<file path="config.mk">
export PLATFORM = sky130hd
export DESIGN_NAME = operand_loader
export DESIGN_NICKNAME = d
export VERILOG_FILES = /design/src/rtl/operand_loader.sv
export SDC_FILE = /design/constraint.sdc
export NUM_CORES = 1
export LEC_CHECK = 0
export ABC_CLOCK_PERIOD_IN_PS = 1600
export CORE_ASPECT_RATIO = 0.5
export CORE_MARGIN = 10
export CORE_UTILIZATION = 49
export CTS_BUF_LIST = sky130_fd_sc_hd__clkbuf_4 sky130_fd_sc_hd__clkbuf_8 sky130_fd_sc_hd__clkbuf_16
export CTS_CLUSTER_SIZE = 30
export DETAILED_ROUTE_END_ITERATION = 12
export GPL_TIMING_DRIVEN = 1
export PLACE_DENSITY = 0.71
export SYNTH_ARGS = -nofsm -noshare
export SYNTH_HDL_FRONTEND = slang
export SYNTH_SLANG_ARGS = --single-unit
</file>
<file path="constraint.sdc">
create_clock -name clk -period 1.6 [get_ports clk]
set_clock_uncertainty 0.15 [all_clocks]
set_input_delay 0.32 -clock clk [delete_from_list [all_inputs] [get_ports clk]]
set_output_delay 0.32 -clock clk [all_outputs]
set_load 0.02 [all_outputs]
</file>
<file path="src/rtl/operand_loader.sv">
// Operand capture front-end: synchronises and debounces four push-buttons and
// loads the synchronised switch nibble into operand A/B on each clean press.
module operand_loader #(
    parameter int unsigned DEBOUNCE_CYCLES = 16
) (
    input  logic       clk,
    input  logic       rstn,
    input  logic [3:0] pb,
    input  logic [3:0] c,
    output logic [7:0] a,
    output logic [7:0] b,
    output logic [3:0] loaded,
    output logic       valid,
    output logic       update
);

    localparam int unsigned    CW  = $clog2(DEBOUNCE_CYCLES + 1);
    localparam logic [CW-1:0]  DM1 = CW'(DEBOUNCE_CYCLES - 1);

    typedef enum logic [1:0] {
        IDLE,
        PRESS_WAIT,
        PRESSED,
        RELEASE_WAIT
    } state_e;

    logic [3:0] pb_s1_q;
    logic [3:0] pb_s2_q;
    logic [3:0] c_s1_q;
    logic [3:0] c_s2_q;
    logic       update_q;
    logic [3:0] write;

    always_ff @(posedge clk) begin
        if (!rstn) begin
            pb_s1_q  <= '0;
            pb_s2_q  <= '0;
            c_s1_q   <= '0;
            c_s2_q   <= '0;
            update_q <= 1'b0;
        end else begin
            pb_s1_q  <= pb;
            pb_s2_q  <= pb_s1_q;
            c_s1_q   <= c;
            c_s2_q   <= c_s1_q;
            update_q <= |write;
        end
    end

    for (genvar g = 0; g < 4; g++) begin : g_ch
        state_e        state_q;
        state_e        state_d;
        logic [CW-1:0] cnt_q;
        logic [CW-1:0] cnt_d;
        logic [3:0]    nib_q;
        logic          loaded_q;
        logic          wr;

        always_ff @(posedge clk) begin
            if (!rstn) begin
                state_q <= IDLE;
                cnt_q   <= '0;
            end else begin
                state_q <= state_d;
                cnt_q   <= cnt_d;
            end
        end

        // cnt holds the number of qualifying samples already seen, so the
        // transition fires when the current sample is the D-th one.
        always_comb begin
            state_d = state_q;
            cnt_d   = cnt_q;
            case (state_q)
                IDLE: begin
                    if (pb_s2_q[g]) begin
                        if (DM1 == '0) begin
                            state_d = PRESSED;
                            cnt_d   = '0;
                        end else begin
                            state_d = PRESS_WAIT;
                            cnt_d   = CW'(1);
                        end
                    end
                end
                PRESS_WAIT: begin
                    if (!pb_s2_q[g]) begin
                        state_d = IDLE;
                        cnt_d   = '0;
                    end else if (cnt_q == DM1) begin
                        state_d = PRESSED;
                        cnt_d   = '0;
                    end else begin
                        cnt_d = cnt_q + CW'(1);
                    end
                end
                PRESSED: begin
                    if (!pb_s2_q[g]) begin
                        if (DM1 == '0) begin
                            state_d = IDLE;
                            cnt_d   = '0;
                        end else begin
                            state_d = RELEASE_WAIT;
                            cnt_d   = CW'(1);
                        end
                    end
                end
                RELEASE_WAIT: begin
                    if (pb_s2_q[g]) begin
                        state_d = PRESSED;
                        cnt_d   = '0;
                    end else if (cnt_q == DM1) begin
                        state_d = IDLE;
                        cnt_d   = '0;
                    end else begin
                        cnt_d = cnt_q + CW'(1);
                    end
                end
                default: begin
                    state_d = IDLE;
                    cnt_d   = '0;
                end
            endcase
        end

        always_comb begin
            wr = 1'b0;
            if (pb_s2_q[g]) begin
                if (state_q == PRESS_WAIT && cnt_q == DM1) begin
                    wr = 1'b1;
                end else if (state_q == IDLE && DM1 == '0) begin
                    wr = 1'b1;
                end
            end
        end

        always_ff @(posedge clk) begin
            if (!rstn) begin
                nib_q    <= '0;
                loaded_q <= 1'b0;
            end else if (wr) begin
                nib_q    <= c_s2_q;
                loaded_q <= 1'b1;
            end
        end

        assign write[g]  = wr;
        assign loaded[g] = loaded_q;
    end

    assign a      = {g_ch[1].nib_q, g_ch[0].nib_q};
    assign b      = {g_ch[3].nib_q, g_ch[2].nib_q};
    assign valid  = &loaded;
    assign update = update_q;

endmodule

</file>
Word level (Yosys, flattened, before mapping)
Cells that the tools add are included.

storage, ports and cells
  register bits after elaboration = 65
  bits in latches = 0
  RAM bits = 0
  memory bits (read-only) = 0
  bits of input ports = 10
  output and inout port bits = 22
  word-level logic and storage cells = 135
  memories kept = 0

cells by class
  add/subtract/negate cells = 4
  multipliers = 0
  divide/modulo/power cells = 0
  $lt $le $gt $ge = 0
  equality and inequality tests = 32
  shift operators = 0
  mux-type cells = 60
  bitwise gates (word level) = 0
  reductions and logical operators = 18

operators by type and width
  cell                                                              number
  5-bit 2-to-1 mux                                                  20
  5-bit case mux with 4 select lines                                4
  2-bit 2-to-1 mux                                                  24
  2-bit case mux with 4 select lines                                4
  3-bit != test (second input constant)                             8
  5-bit by 1-bit adder with 5-bit output (second input constant)    4
  5-bit by 4-bit == test with 1-bit output (second input constant)  4
  4-bit AND reduction                                               5
  2-bit == test (second input constant)                             8
  2-bit != test (second input constant)                             8
  2-bit by 1-bit == test with 1-bit output (second input constant)  4
  2-bit zero test                                                   4
  1-bit 2-to-1 mux                                                  8
  2-bit AND reduction                                               4
  1-bit logical AND                                                 4
  4-bit OR reduction                                                1

Longest topological paths before layout
  word-level depth = 5
  mapped depth = 6
  gate-level depth less buffers = 5

Worst setup path after synthesis
Ideal clock, no wire load.

  path kind = reg-to-reg
  start = register g_ch[1].cnt_q[0]
  end = register g_ch[1].nib_q[3]
  data arrival time = 1.435 ns
  required time = 1.322 ns
  path slack = -0.113 ns
  stages on the path, launching flop included = 7
  path buffers = 1
  period minus slack after synthesis = 1.713 ns
  cells stage by stage = dfxtp_1 -> ha_1 -> and4b_1 -> clkbuf_1 -> nand4b_1 -> mux2i_1 -> nor2_1

between the ends
  longest elaborated chain between the ends = 4

ends and longest elaborated chain
  element                                   line  source
  start, declared                           53    logic [CW-1:0] cnt_q;
  start signal, assigned                    65    cnt_q <= cnt_d;
  5-bit by 4-bit == test with 1-bit output  129   if (state_q == PRESS_WAIT && cnt_q == DM1) begin
  1-bit logical AND                         129
  1-bit 2-to-1 mux                          129
  1-bit 2-to-1 mux                          128   if (pb_s2_q[g]) begin
  end signal, assigned                      142   nib_q <= c_s2_q;
  end, declared                             55    logic [3:0] nib_q;

Every way passes these cells.
A chain may end at the register's enable or synchronous reset.

Worst setup path after layout
  start = register g_ch[0].cnt_q[1]
  end = register g_ch[0].nib_q[2]

between the ends
  longest elaborated chain between the ends = 4

ends and longest elaborated chain
  element                                   line
  start, declared                           53
  start signal, assigned                    65
  5-bit by 4-bit == test with 1-bit output  129
  1-bit logical AND                         129
  1-bit 2-to-1 mux                          129
  1-bit 2-to-1 mux                          128
  end signal, assigned                      142
  end, declared                             55

Every way passes these cells.

==> results.py <==
metrics = {
    "status": {
        "status": "finished with violations",
        "violations": "setup timing",
    },
    "placed_design": {
        "dp_slack_ps": -40.06,
        "port_buffers": 31,
        "place_area_um2": 3058,
        "dp_hpwl_um": 3731,
        "place_inst": 370,
        "place_congestion": 0.8453,
    },
    "floorplan": {
        "rows": 18,
        "io_pins": 32,
        "fp.dieW_um": 121.0,
        "dieArea_um2": 8525,
        "die_h_um": 70.48,
        "start_util": 0.5063,
        "core_um2": 4932,
    },
    "critical_path": {
        "reg2reg_slack_ps": -7,
        "rr_worst_depth": 6,
        "crit_path_max_fanout": 6,
        "critPathLaunchType": "flop",
        "cp_slowest_cell": "dfxtp_2",
        "rr_startpoint": "g_ch[0].cnt_q[1]$_SDFFE_PN0P_",
        "end_kind": "flop",
        "critPathMaxStageDelay_ps": 350,
        "crit_family": "simple AND/OR/NAND/NOR gates",
        "worstPathRequired_ps": 1660,
        "rr_endpoint": "g_ch[0].nib_q[2]$_SDFFE_PN0P_",
        "critPathBufInv": 1,
        "cp.arrival_ps": 1670,
        "worstSetupPathType": "flop to flop",
        "path_cells": "ha_4, and4b_1, and4b_2, buf_12, mux2i_1, nor2_1",
    },
    "clock_network": {
        "path_clk_slew_ps": 60,
        "ctsHtreeMaxLevel": 3,
        "cts_made_buffers": 9,
        "clk_latency_ps": 320,
        "clock_path_buffers": 2,
        "cts_tree": "done",
        "cts_num_sinks": 65,
        "cts-root-buf": "clkbuf_8",
    },
    "finish": {
        "drive_gt1_frac": 0.2082,
        "area_delta_synth_final_pct": 30.66,
        "final_nets": 330,
        "layout.cells.most_common_list": "dfxtp_1 (57), nor2_1 (35), buf_4 (29)",
        "diodes": 0,
        "design_area_um2": 3263,
        "finalNonFillerCells": 387,
        "final_util": 0.6616,
        "final_common_cell": "dfxtp_1",
    },
    "hold_path": {
        "hold_class": "flop to flop",
        "hold_depth": 1,
        "min_from": "c_s1_q[1]$_SDFF_PN0_",
        "hold_end": "c_s2_q[1]$_SDFF_PN0_",
    },
    "synth": {
        "ys_ff_latch": 65,
        "yosys.area.top_type": "dfxtp_1",
        "synth_top_area_share": 0.5210,
        "synth_area_um2": 2497,
        "ys.warnings.count": 0,
        "synth-seq-area-share": 0.5210,
        "synth_area_per_cell_um2": 9.717,
        "synth_cells": 257,
        "synth_cell_types": 40,
        "mappedNetlistNets": 271,
        "synth_area_leaders": "dfxtp_1 (52%), mux2i_1 (6.8%), nor2_1 (5.3%)",
    },
    "drt": {
        "ant_nets": 0,
        "wl_per_cell_um": 13.45,
        "routed_wl_um": 5207,
        "drtIter0Drc": 124,
        "dr_total_vias": 1986,
        "drcViolationCount": 0,
        "vias_per_cell": 5.132,
        "dr.pass1.iters": 4,
    },
    "pwr": {
        "clockPowerShare": 0.374,
        "power_density_nw_per_um2": 879.1,
        "p_seq_frac": 0.581,
        "combPwrFrac": 0.045,
        "ir_drop_v": 0.0005782,
        "leakage_uw": 0.001413,
        "switching_power_uw": 617.0,
        "swShare": 0.2151,
        "internal_power_uw": 2252,
    },
    "timing": {
        "worst_slack_ps": -6.673,
        "max_freq_mhz": 622.4,
        "slew_viol_final": 0,
        "worst_pin_slew_ps": 508.9,
        "maxSlewHeadroom": 0.6583,
        "final-setup-viol-count": 1,
        "finalCriticalPeriod_ps": 1607,
        "hold_viol": 0,
        "final.period_utilization": 1.004,
        "rsz0062_at_grt": "true",
    },
    "global_route": {
        "met3_usage": 0.04491,
        "grtUsageTotal": 0.1256,
        "grt_max_degree": 30,
        "top_usage_layer": "met2",
        "antenna_found_initial": 0,
        "grt_pass1_vias": 1920,
        "grtUsageMet2": 0.2263,
        "grt_pass1_wl_um": 8721,
        "grtUsageMet1": 0.1309,
        "gr-total-overflow": 0,
    },
    "job": {
        "drv_cap": 0,
    },
}
==> per-stage QoR <==
stage	total power, uW	setup TNS [ps]	hold slack (ps)
after global routing	2989	-230.3	296.7
after floorplan	1762	0	261.9
after detailed placement	1830	-126.1	269.1
after global placement	1825	0	264.8
final	2869	-6.673	282.7
after CTS	2908	-16.13	283.8
==> final cells by class <==
cell class	instances	area, um2
well taps	70	87.58
multi-input cells	169	1141
flip-flops and latches	65	1316
inverters	7	26.28
fillers	393	1669
repair buffers	64	550.5
clock buffers	10	131.4
clock inverters	2	10.01
==> sequential cells by signal, indices dropped and copies added (netlist names), named ones only <==
name / cells
g_ch.cnt_q: 20
g_ch.nib_q: 16
c_s1_q: 4
c_s2_q: 4
g_ch.loaded_q: 4
g_ch.state_q: 4
pb_s1_q: 4
pb_s2_q: 4
update: 1
==> logic make-up (layout without fill, tap and decap cells) <==
kind of cell	Yosys count	after routing	share of synthesized area
mux	17	17	0.06813
buf+inv	23	83	0.04158
fa+ha+maj	4	4	0.02004
flops	65	65	0.5210
simple gates	103	103	0.2189
compound gates	37	37	0.09920
xor+xnor	8	8	0.03106
==> per-layer routing <==
layer,wire [um],share of wire
met2,2786,0.54
met1,2249,0.43
met3,143,0.027
met5,0,0
met4,27,0.0052
==> how the worst max path moves through the flow <==
| stage | startpoint | end | slack, ps | depth (start not counted) |
|---|---|---|---|---|
| floorplan | g_ch[3].cnt_q[0]$_SDFFE_PN0P_ | g_ch[3].nib_q[3]$_SDFFE_PN0P_ | 2 | 5 |
| global placement | rstn | g_ch[2].cnt_q[2]$_SDFFE_PN0P_ | 0.4 | 4 |
| detailed placement | g_ch[0].cnt_q[0]$_SDFFE_PN0P_ | g_ch[0].nib_q[2]$_SDFFE_PN0P_ | -40 | 6 |
| CTS | g_ch[0].cnt_q[1]$_SDFFE_PN0P_ | g_ch[0].nib_q[2]$_SDFFE_PN0P_ | -20 | 6 |
| global route | g_ch[0].cnt_q[1]$_SDFFE_PN0P_ | g_ch[0].nib_q[3]$_SDFFE_PN0P_ | -60 | 6 |
| finish | g_ch[0].cnt_q[1]$_SDFFE_PN0P_ | g_ch[0].nib_q[2]$_SDFFE_PN0P_ | -7 | 6 |
==> power by group through the flow <==
stage	sequential, uW	combinational [uW]	clock, uW
4_1_cts	1670	129	1110
3_3_place_gp	1700	124	0
3_5_place_dp	1700	128	0
2_1_floorplan	1700	65.9	0
6_report	1670	129	1070
5_1_grt	1670	144	1180
==> repair_timing <==
action	in CTS	in global routing
hold buffers	0	0
cloned	0	0
endpoints found under the setup margin	33	21
pin swaps	3	5
setup buffers	2	3
resized for setup	32	17
==> cells in the mapped netlist <==
cell       count
dfxtp_1       65
nor2_1        35
and2_1        17
mux2i_1       17
nand2_1       16
a21oi_1       11
nand3_1       10
clkbuf_1       9
a31oi_1        8
inv_1          7
and3_1         4
and4b_1        4
buf_4          4
ha_1           4
xor2_1         4
a22oi_1        3
nand4b_1       3
nor3_1         3
nor3b_1        3
o21ai_0        3
xnor2_1        3
buf_2          2
nor4_1         2
o211a_1        2
o21bai_1       2
or4_1          2
a211oi_1       1
a311oi_1       1
a31o_2         1
and4_1         1
buf_1          1
nand2b_1       1
nor4_4         1
o2111a_1       1
o2111ai_1      1
o21a_1         1
o311a_1        1
o31ai_1        1
or3_1          1
xor2_2         1
Note: power is estimated with default switching activity, not from simulation.
